## src/rtl/prime_stream_monitor.sv

```systemverilog
// Classifies a stream of 3-bit codes as prime and tracks total prime count,
// consecutive-prime run lengths and a run-length alert.
module prime_stream_monitor #(
  parameter int CNT_W      = 8,
  parameter int RUN_W      = 4,
  parameter int RUN_THRESH = 3
) (
  input  logic             clk,
  input  logic             rst_n,
  input  logic             clear,
  input  logic             in_valid,
  input  logic [2:0]       in_code,
  output logic             out_valid,
  output logic             is_prime,
  output logic [CNT_W-1:0] prime_count,
  output logic [RUN_W-1:0] run_len,
  output logic [RUN_W-1:0] max_run,
  output logic             alert,
  output logic             alert_pulse,
  output logic             cnt_sat
);

  localparam logic [1:0] ST_IDLE  = 2'd0;
  localparam logic [1:0] ST_RUN   = 2'd1;
  localparam logic [1:0] ST_ALERT = 2'd2;

  localparam logic [CNT_W-1:0] CNT_MAX = '1;
  localparam logic [RUN_W-1:0] RUN_MAX = '1;
  localparam logic [RUN_W-1:0] THRESH  = RUN_W'(RUN_THRESH);

  logic [7:0]       prime_lut;
  logic             sample_prime;

  logic             out_valid_reg, out_valid_next;
  logic             is_prime_reg, is_prime_next;
  logic [CNT_W-1:0] prime_count_reg, prime_count_next;
  logic [RUN_W-1:0] run_len_reg, run_len_next;
  logic [RUN_W-1:0] max_run_reg, max_run_next;
  logic [1:0]       state_reg, state_next;
  logic             alert_pulse_reg, alert_pulse_next;
  logic             cnt_sat_reg, cnt_sat_next;

  // Constant table of the prime equation, one entry per possible code.
  genvar gi;
  generate
    for (gi = 0; gi < 8; gi++) begin : g_prime_lut
      localparam logic [2:0] CODE = 3'(gi);
      assign prime_lut[gi] = (CODE[1] & ~CODE[2]) | (CODE[0] & CODE[2]);
    end
  endgenerate

  assign sample_prime = prime_lut[in_code];

  always_comb begin
    out_valid_next   = out_valid_reg;
    is_prime_next    = is_prime_reg;
    prime_count_next = prime_count_reg;
    run_len_next     = run_len_reg;
    max_run_next     = max_run_reg;
    state_next       = state_reg;
    alert_pulse_next = 1'b0;
    cnt_sat_next     = cnt_sat_reg;

    if (clear) begin
      out_valid_next   = 1'b0;
      is_prime_next    = 1'b0;
      prime_count_next = '0;
      run_len_next     = '0;
      max_run_next     = '0;
      state_next       = ST_IDLE;
      cnt_sat_next     = 1'b0;
    end else if (in_valid) begin
      out_valid_next = 1'b1;
      is_prime_next  = sample_prime;
      if (sample_prime) begin
        if (prime_count_reg == CNT_MAX) begin
          cnt_sat_next = 1'b1;
        end else begin
          prime_count_next = prime_count_reg + CNT_W'(1);
        end
        if (run_len_reg != RUN_MAX) begin
          run_len_next = run_len_reg + RUN_W'(1);
        end
        if (run_len_next > max_run_reg) begin
          max_run_next = run_len_next;
        end
        // From IDLE the new run length is 1, so a threshold of 1 alerts at once.
        case (state_reg)
          ST_IDLE, ST_RUN: begin
            if (run_len_next == THRESH) begin
              state_next       = ST_ALERT;
              alert_pulse_next = 1'b1;
            end else begin
              state_next = ST_RUN;
            end
          end
          ST_ALERT: state_next = ST_ALERT;
          default:  state_next = ST_IDLE;
        endcase
      end else begin
        run_len_next = '0;
        state_next   = ST_IDLE;
      end
    end else begin
      out_valid_next = 1'b0;
    end
  end

  always_ff @(posedge clk or negedge rst_n) begin
    if (!rst_n) begin
      out_valid_reg   <= 1'b0;
      is_prime_reg    <= 1'b0;
      prime_count_reg <= '0;
      run_len_reg     <= '0;
      max_run_reg     <= '0;
      state_reg       <= ST_IDLE;
      alert_pulse_reg <= 1'b0;
      cnt_sat_reg     <= 1'b0;
    end else begin
      out_valid_reg   <= out_valid_next;
      is_prime_reg    <= is_prime_next;
      prime_count_reg <= prime_count_next;
      run_len_reg     <= run_len_next;
      max_run_reg     <= max_run_next;
      state_reg       <= state_next;
      alert_pulse_reg <= alert_pulse_next;
      cnt_sat_reg     <= cnt_sat_next;
    end
  end

  assign out_valid   = out_valid_reg;
  assign is_prime    = is_prime_reg;
  assign prime_count = prime_count_reg;
  assign run_len     = run_len_reg;
  assign max_run     = max_run_reg;
  assign alert       = (state_reg == ST_ALERT);
  assign alert_pulse = alert_pulse_reg;
  assign cnt_sat     = cnt_sat_reg;

endmodule
```

## config.mk

```make
export PLATFORM = sky130hd
export DESIGN_NAME = prime_stream_monitor
export DESIGN_NICKNAME = d
export VERILOG_FILES = /design/src/rtl/prime_stream_monitor.sv
export SDC_FILE = /design/constraint.sdc
export NUM_CORES = 1
export LEC_CHECK = 0
export ABC_AREA = 1
export CORE_MARGIN = 2
export CORE_UTILIZATION = 51
export DETAILED_ROUTE_END_ITERATION = 8
export GPL_TIMING_DRIVEN = 0
export PLACE_DENSITY_LB_ADDON = 0.2
export SYNTH_ARGS = -nofsm -noshare
export SYNTH_HDL_FRONTEND = slang
export SYNTH_SLANG_ARGS = --single-unit
export TNS_END_PERCENT = 10
```

## constraint.sdc

```tcl
create_clock -name clk -period 2.6 [get_ports clk]
set_input_delay 0.52 -clock clk [delete_from_list [all_inputs] [get_ports clk]]
set_output_delay 0.52 -clock clk [all_outputs]
set_load 0.005 [all_outputs]
```

* Word level (Yosys, flattened, before mapping) *
Memory sizes are Yosys's and may differ from the RTL's.
Cells that the tools add are included.
Widths: inputs -> output; s select.

operators by class
  add/sub/neg operators = 2
  order comparisons = 2
  equality and inequality tests = 6
  mux-type cells = 34
  reductions and logical operators = 9

operators by type and width
  operator             number
  $mux 4               11
  $mux 8               4
  $mux 1               14
  $reduce_and 3->1     3
  $add 8x1->8 const B  1
  $eq 8x8->1 const B   1
  $mux 2               4
  $reduce_bool 2->1    4
  $add 4x1->4 const B  1
  $eq 4x2->1 const B   1
  $gt 4x4->1           1
  $lt 3x4->1 const B   1
  $ne 4x4->1 const B   1
  $pmux 2 s2           1
  $eq 2x1->1 const B   1
  $eq 2x2->1 const B   1
  $logic_not 2->1      1
  $ne 2x2->1 const B   1
  $reduce_or 2->1      1

word-level totals
  register bits after elaboration = 22
  ROM bits = 8
  bits of input ports = 7
  output and inout bits = 21
  logic and storage cells = 62
  memories = 1

memory list
  memory            words  bits a word  rd ports  clocked after memory_dff  wr ports  RTL line  text
  (name not given)  8      1            1         0                         0         52        assign sample_prime = prime_lut[in_code];

* Longest topological paths before layout *
Gate-level depths: netlist of the first run.

  word-level depth = 11
  mapped depth = 14
  gate-level depth less buffers = 14

* Worst setup path before layout of the first run *
OpenSTA, ideal clock, no wires.

  path type = flip-flop to flip-flop
  start point = reg run_len_reg[0], in the netlist run_len[0]
  end point = reg max_run_reg[0], in the netlist max_run[0]
  library setup time = 0.117 ns
  arrival time = 1.734 ns
  data required time = 2.483 ns
  slack = 0.749 ns
  cell stages (with the launch flop) = 13
  buffers on the path = 0
  clock period less this slack = 1.851 ns
  path through = dfrtp_1 > ha_1 > nand2_2 > nor2_4 > a21oi_2 > inv_1 > ha_1 > nand2_1 > nor2_1 > nor2_4 > nand2_2 > nand3_1 > nand2_1

between the ends
  cells in the longest elaborated chain, start to end = 9
  elaborated cells between the ends (all ways) = 13
  classes of those cells = 1 x add/sub; 1 x order compare; 1 x eq/ne; 8 x mux; 2 x reduce/logical

ends and longest elaborated chain
  item                                                RTL line  text
  start, declared                                     37        logic [RUN_W-1:0] run_len_reg, run_len_next;
  start signal, assigned                              123       run_len_reg <= run_len_next;
  $add 4x1->4 or $ne 4x4->1 (tied branches)           82, 81
  $mux 4 *                                            81        if (run_len_reg != RUN_MAX) begin
  $mux 4 *                                            75        if (sample_prime) begin
  $mux 4 *                                            72        end else if (in_valid) begin
  $mux 4 *                                            64        if (clear) begin
  branches (longest 4 deep; another with $gt 4x4->1)  --
  end signal, assigned                                124       max_run_reg <= max_run_next;
  end, declared                                       38        logic [RUN_W-1:0] max_run_reg, max_run_next;

Every way passes the cells marked *. The select of a mux whose other input is x is not followed.
A chain may end at the register's enable or synchronous reset.

* Worst setup path after layout of the first run *
  start point = reg run_len_reg[1], in the netlist run_len[1]
  end point = reg max_run_reg[0], in the netlist max_run[0]

between the ends
  cells in the longest elaborated chain, start to end = 9
  elaborated cells between the ends (all ways) = 13
  classes of those cells = 1 x add/sub; 1 x order compare; 1 x eq/ne; 8 x mux; 2 x reduce/logical

ends and longest elaborated chain
  item                                                 RTL line
  branches (longest 1 deep; another with $add 4x1->4)  --
  $mux 4 *                                             81
  $mux 4 *                                             75
  $mux 4 *                                             72
  $mux 4 *                                             64
  branches (longest 4 deep; another with $gt 4x4->1)   --

Marks and branches as above.

==> results.cfg, run 1 <==
[run_status]
outcome = complete, no violations

[sta]
max-slew-margin-rel = 0.3397
skew_ns = 0.001763
tightest_slew_ns = 0.9873
rsz0062_at_grt = no
post-route-min-period_ns = 2.126
setup_viol = 0
tns_ns = 0
fin_crit_sh = 0.8175
final-hold-violation-count = 0
drv_slew = 0
fmax_mhz = 470.5
whs_ns = 0.4975

[yosys]
yosys_warnings = 0
synth_top_area_cell = dfrtp_1
yosysSeqAreaShare = 0.3996
syn_inst = 183
synth_nets = 196
yosysUniqueCellTypes = 26
netlist.area_leader.share = 0.3996
syn_area_per_cell_um2 = 7.528
synth_area_um2 = 1378
ys_seq_elements = 22
yosys-top-cells-area = dfrtp_1 (40%), nand2_1 (16%), nand3_1 (7.6%)

[worst_setup_path]
path_max_fanout = 6
rrSetupSlack_ns = 0.47
critPathArrivalTime_ns = 2.33
end_kind = flop
worstSetupStartpointType = flop
worstRegToRegCells = 12
cp.required_ns = 2.81
r2r-start = run_len[1]
crit_type = flop to flop
r2r-end = max_run[0]

[floorplan]
die_y_um = 55.97
fp.coreArea_um2 = 2522
die-area_um2 = 3133
pin_count = 28
rows = 18
start_util = 0.5461
die_w_um = 55.97

[cts]
cts_root_buffer = clkbuf_4
clk_path_buf_depth = 2
cts_htree_levels = 1
ctsResizeCount = 0
post_cts_buffers = 0
ctsHoldBuffers = 0
clock_sinks = 22
path_clk_slew_ns = 0.13
numCtsBuffers = 3
tritoncts = done
clk_latency_ns = 0.30

[global_routing]
grt_first_pass_wirelength_um = 5306
gr-usage-all-layers = 0.2114
grt_max_degree = 23
grt_pass1_vias = 1245
antenna_found_initial = 0
grt_overflow = 0

[place]
portBuffers = 27
place_hpwl_um = 2344
dpl.cell_count = 240
gp_congestion = 0.8345

[job]
maxCapViolations = 0

[worst_hold_path]
whs_endpoint = is_prime
min_from = is_prime
hold_depth = 2
min_path_type = flop to flop

[power]
power_density_nw_per_um2 = 378.7
p_leak_uw = 0.0008372
vdd_drop_max_v = 0.0002402

[route]
dr.pass1.iters = 4
drt-wirelength-per-cell_um = 12.45
dr_total_vias = 1251
drcViolationCount = 0
ant_nets = 0
drt_iter0_drc = 39
wl_um = 3037
vias_per_cell = 5.127

[layout]
drive_above_1_share = 0.1308
fillerInstances = 222
areaGrowthSynthToFinish_pct = 24.98
largest_reg_flops = 8
diodes = 0
final_cells = 244
finalNetCount = 228
## cells by family after synthesis
kind of cell               after synthesis  synth area share
AOI/OAI and AO/OA                       11           0.04814
and+or+nand+nor                        116            0.4133
buffers and inverters                   26           0.07175
xor gates and xnor gates                 2           0.01272
adders and majority gates                6           0.05449
DFF                                     22            0.3996
## synth_stat cells
master,instances
nand4_1,2
or2_2,1
nor3_1,2
inv_2,3
o21ai_0,2
a21oi_2,2
nand3_2,2
nor2_4,5
o21ai_1,3
nand2_2,6
xor2_1,2
nand3_4,1
a21oi_1,2
nor2_2,1
nand2_4,1
o22ai_1,1
ha_1,6
inv_1,22
nand3_1,21
buf_2,1
nand3b_1,1
nand2_1,57
and2_4,1
nor2_1,15
dfrtp_1,22
o21bai_1,1
## worst max path at each step
| stage | from | end | slack (ns) | cells after the start |
|---|---|---|---|---|
| finish | run_len[1] | max_run[0] | 0.47 | 12 |
| global route | run_len[1] | max_run[1] | 0.28 | 13 |
| CTS | run_len[1] | max_run[0] | 0.48 | 12 |
| detailed placement | run_len[1] | max_run[3] | 0.50 | 12 |
| global placement | run_len[1] | max_run[0] | 0.60 | 12 |
| floorplan | run_len[0] | max_run[0] | 0.75 | 12 |
## metrics by stage
| stage | total power [uW] | instance area [um^2] | util | setup slack (ns) |
|---|---|---|---|---|
| floorplan | 420.5 | 1378 | - | 0.7488 |
| global placement | 464.9 | 1685 | 0.6682 | 0.6004 |
| detailed placement | 467.9 | 1685 | 0.6682 | 0.5046 |
| CTS | 659.4 | 1722 | 0.6825 | 0.4821 |
| global route | 686.9 | 1722 | 0.6825 | 0.2798 |
| finish | 651.9 | 1722 | 0.6825 | 0.4744 |
## layout by cell type (no fill, tap or decap), drive strengths merged
cell           count
nor2              21
o21bai             1
or2                1
clkbuf             4
and2               1
o22ai              1
a21oi              4
xor2               2
nand4              2
clkdlybuf4s50     27
ha                 6
nand2             64
nand3             24
o21ai              5
buf                1
dfrtp             22
nor3               2
inv               25
nand3b             1
## per-layer routing
metal / global-route usage / wire [um] / up-vias
met3: 0.02093 / 66 / 2
met4: 0.06122 / 24 / 0
li1: - / - / 641
met5: 0 / 0 / -
met2: 0.3815 / 1596 / 22
met1: 0.2660 / 1350 / 586
## power by group
| group | switching [uW] | internal [uW] |
|---|---|---|
| clock network | 106 | 85.3 |
| registers | 8.53 | 351 |
| logic | 59.9 | 41.7 |
| total | 174 | 478 |
## critical path, stage by stage (launching register included)
cell	delay (ns)
dfrtp_1	0.47
ha_1	0.25
nand2_2	0.13
nor2_4	0.05
a21oi_2	0.21
inv_1	0.09
ha_1	0.29
nand2_1	0.09
nor2_1	0.07
nor2_4	0.16
nand2_2	0.10
nand3_1	0.07
nand2_1	0.05
## final cells by class
type                       instances  area (um^2)  area share
sequential                        22        550.5      0.3198
buffer                             1        5.005    0.002907
tap                               30        37.54     0.02180
inverter                          25        93.84     0.05451
multi-input combinational        135        728.2      0.4230
timing repair buffer              27        270.3      0.1570
clock buffer                       4        36.28     0.02108
Power figures use the tool's default switching activity.
==> inputs of run 2 (changes only) <==
--- a/config.mk
+++ b/config.mk
@@ -7,7 +7,7 @@
 export LEC_CHECK = 0
 export ABC_AREA = 1
 export CORE_MARGIN = 2
-export CORE_UTILIZATION = 51
+export CORE_UTILIZATION = 46
 export DETAILED_ROUTE_END_ITERATION = 8
 export GPL_TIMING_DRIVEN = 0
 export PLACE_DENSITY_LB_ADDON = 0.2
==> constraint.sdc (replaced) <==
create_clock -name clk -period 1.9 [get_ports clk]
set_input_delay 0.38 -clock clk [delete_from_list [all_inputs] [get_ports clk]]
set_output_delay 0.38 -clock clk [all_outputs]
set_load 0.005 [all_outputs]
==> results.cfg, run 2 (synthesis results as in run 1) <==
[worst_setup_path]
cpMaxStageDelayCell = dfrtp_2
max_stage_delay_ns = 0.45
path_max_fanout = 5
path_buf_inv = 2
cpMostUsedCell = nand2_2
crit_type = flop to flop
end_kind = flop
worstSetupStartpointType = flop
cp.required_ns = 2.17
cp_top_family = simple AND/OR/NAND/NOR gates
crit_chain = buf_4 > inv_1 > nor2_1 > nand2_1 > nand2_2 > ha_4 > nand2_2 > nor2_2 > nor2_4 > nand2_4 > nand3_2 > nand2_2
critPathArrivalTime_ns = 2.11

[cts]
cts_htree_levels = 1
path_clk_slew_ns = 0.12
ctsHoldBuffers = 0
clk_latency_ns = 0.31
tritoncts = done
cts_root_buffer = clkbuf_4
clk_path_buf_depth = 2
clock_sinks = 22
numCtsBuffers = 3

[global_routing]
grt_max_degree = 23
gr-usage-all-layers = 0.1931
grt_first_pass_wirelength_um = 5133
grt_pass1_vias = 1195
grt_overflow = 0
antenna_found_initial = 0

[sta]
rsz0062_at_grt = yes
post-route-min-period_ns = 1.846
tightest_slew_ns = 1.017
drv_slew = 0
fin_crit_sh = 0.9714
fin_ws_ns = 0.05443
tns_ns = 0
max-slew-margin-rel = 0.3199
fmax_mhz = 541.8
setup_viol = 0
skew_ns = 0.002101
final-hold-violation-count = 0

[route]
drt_iter0_drc = 62
wl_um = 3245
vias_per_cell = 5.333
ant_nets = 0
drt-wirelength-per-cell_um = 13.03
wl_met2_um = 1646
drcViolationCount = 0
wl_met3_um = 139
dr_total_vias = 1328
wl_met1_um = 1388
top_layer = met4
dr.pass1.iters = 4

[layout]
final_cells = 249
areaGrowthSynthToFinish_pct = 36.51
layout_common_cells = nand2_1 (48), clkdlybuf4s50_1 (26), inv_1 (21), dfrtp_1 (21), nand3_1 (18)
fillerInstances = 233
final_util = 0.6704
largest_reg_flops = 8
finalNetCount = 233
layout_commonest_cell = nand2_1
drive_above_1_share = 0.2431
diodes = 0

[worst_hold_path]
min_path_type = flop to flop

[floorplan]
die_w_um = 58.73
pin_count = 28
fp.coreArea_um2 = 2805
rows = 19
die_y_um = 58.73
die-area_um2 = 3449
start_util = 0.4911

[power]
power_frac_comb = 0.193
pwr-share-seq = 0.556
vdd_drop_max_v = 0.0003391
p_sw_frac = 0.2915
p_leak_uw = 0.0008759
power_density_nw_per_um2 = 470.2
power_switching_uw = 257.8
clkPwrFrac = 0.250
p_total_uw = 884.3
p_int_uw = 626.5

[place]
portBuffers = 27
place_hpwl_um = 2282
preCtsSetupSlack_ns = -0.1746
gp_congestion = 0.8330
dpl.cell_count = 241

[job]
maxCapViolations = 0

[run_status]
outcome = complete, no violations
[run 2: per-layer routing]
| layer | up-vias | track usage |
|---|---|---|
| met5 | - | 0 |
| met4 | 0 | 0.07143 |
| met3 | 8 | 0.01978 |
| met2 | 42 | 0.3429 |
| met1 | 629 | 0.2406 |
| li1 | 649 | - |
[run 2: final timing paths]
kind / endpoint / slack [ns] / cells past startpoint / from
worst max-delay path: max_run[1] / 0.05 / 12 / run_len[0]
worst min-delay path: state_reg[0] / 0.50 / 2 / state_reg[0]
worst max register to register: max_run[1] / 0.05 / 12 / run_len[0]
worst min register to register: state_reg[0] / 0.50 / 2 / state_reg[0]
max in group asynchronous: run_len[0] / 0.62 / 1 / rst_n
min in group asynchronous: prime_count[2] / 0.61 / 1 / rst_n
[run 2: layout make-up]
class	instances	area, um^2	area share
plain buffers	1	5.005	0.002661
well taps	31	38.79	0.02063
flip-flops and latches	22	551.8	0.2934
inverters	25	93.84	0.04990
clock buffers	3	22.52	0.01198
repair buffers	32	306.5	0.1630
multi-input cells	135	862.1	0.4584
[run 2: worst register-to-register path, cell delays in order, from the launching register on]
cell,delay (ns)
dfrtp_2,0.45
buf_4,0.16
inv_1,0.12
nor2_1,0.07
nand2_1,0.08
nand2_2,0.10
ha_4,0.29
nand2_2,0.06
nor2_2,0.15
nor2_4,0.08
nand2_4,0.09
nand3_2,0.07
nand2_2,0.07
[run 2: power by group through the flow]
| stage | clock network [uW] | logic [uW] | registers [uW] |
|---|---|---|---|
| 6_report | 221 | 171 | 492 |
| 3_5_place_dp | 0 | 142 | 500 |
| 5_1_grt | 240 | 189 | 494 |
| 4_1_cts | 224 | 149 | 490 |
| 3_3_place_gp | 0 | 137 | 500 |
| 2_1_floorplan | 0 | 75.6 | 500 |
[run 2: what timing repair did]
action / CTS / global route
pin swaps: 1 / 10
gates resized for setup: 7 / 21
endpoints found under the setup margin: 5 / 4
buffers inserted: 2 / 3
[run 2: per-stage QoR]
stage / instance area (um^2) / hold slack (ns)
floorplan: 1378 / 0.08441
global placement: 1687 / 0.4604
detailed placement: 1687 / 0.4673
CTS: 1752 / 0.4986
global route: 1881 / 0.5319
finish: 1881 / 0.4954
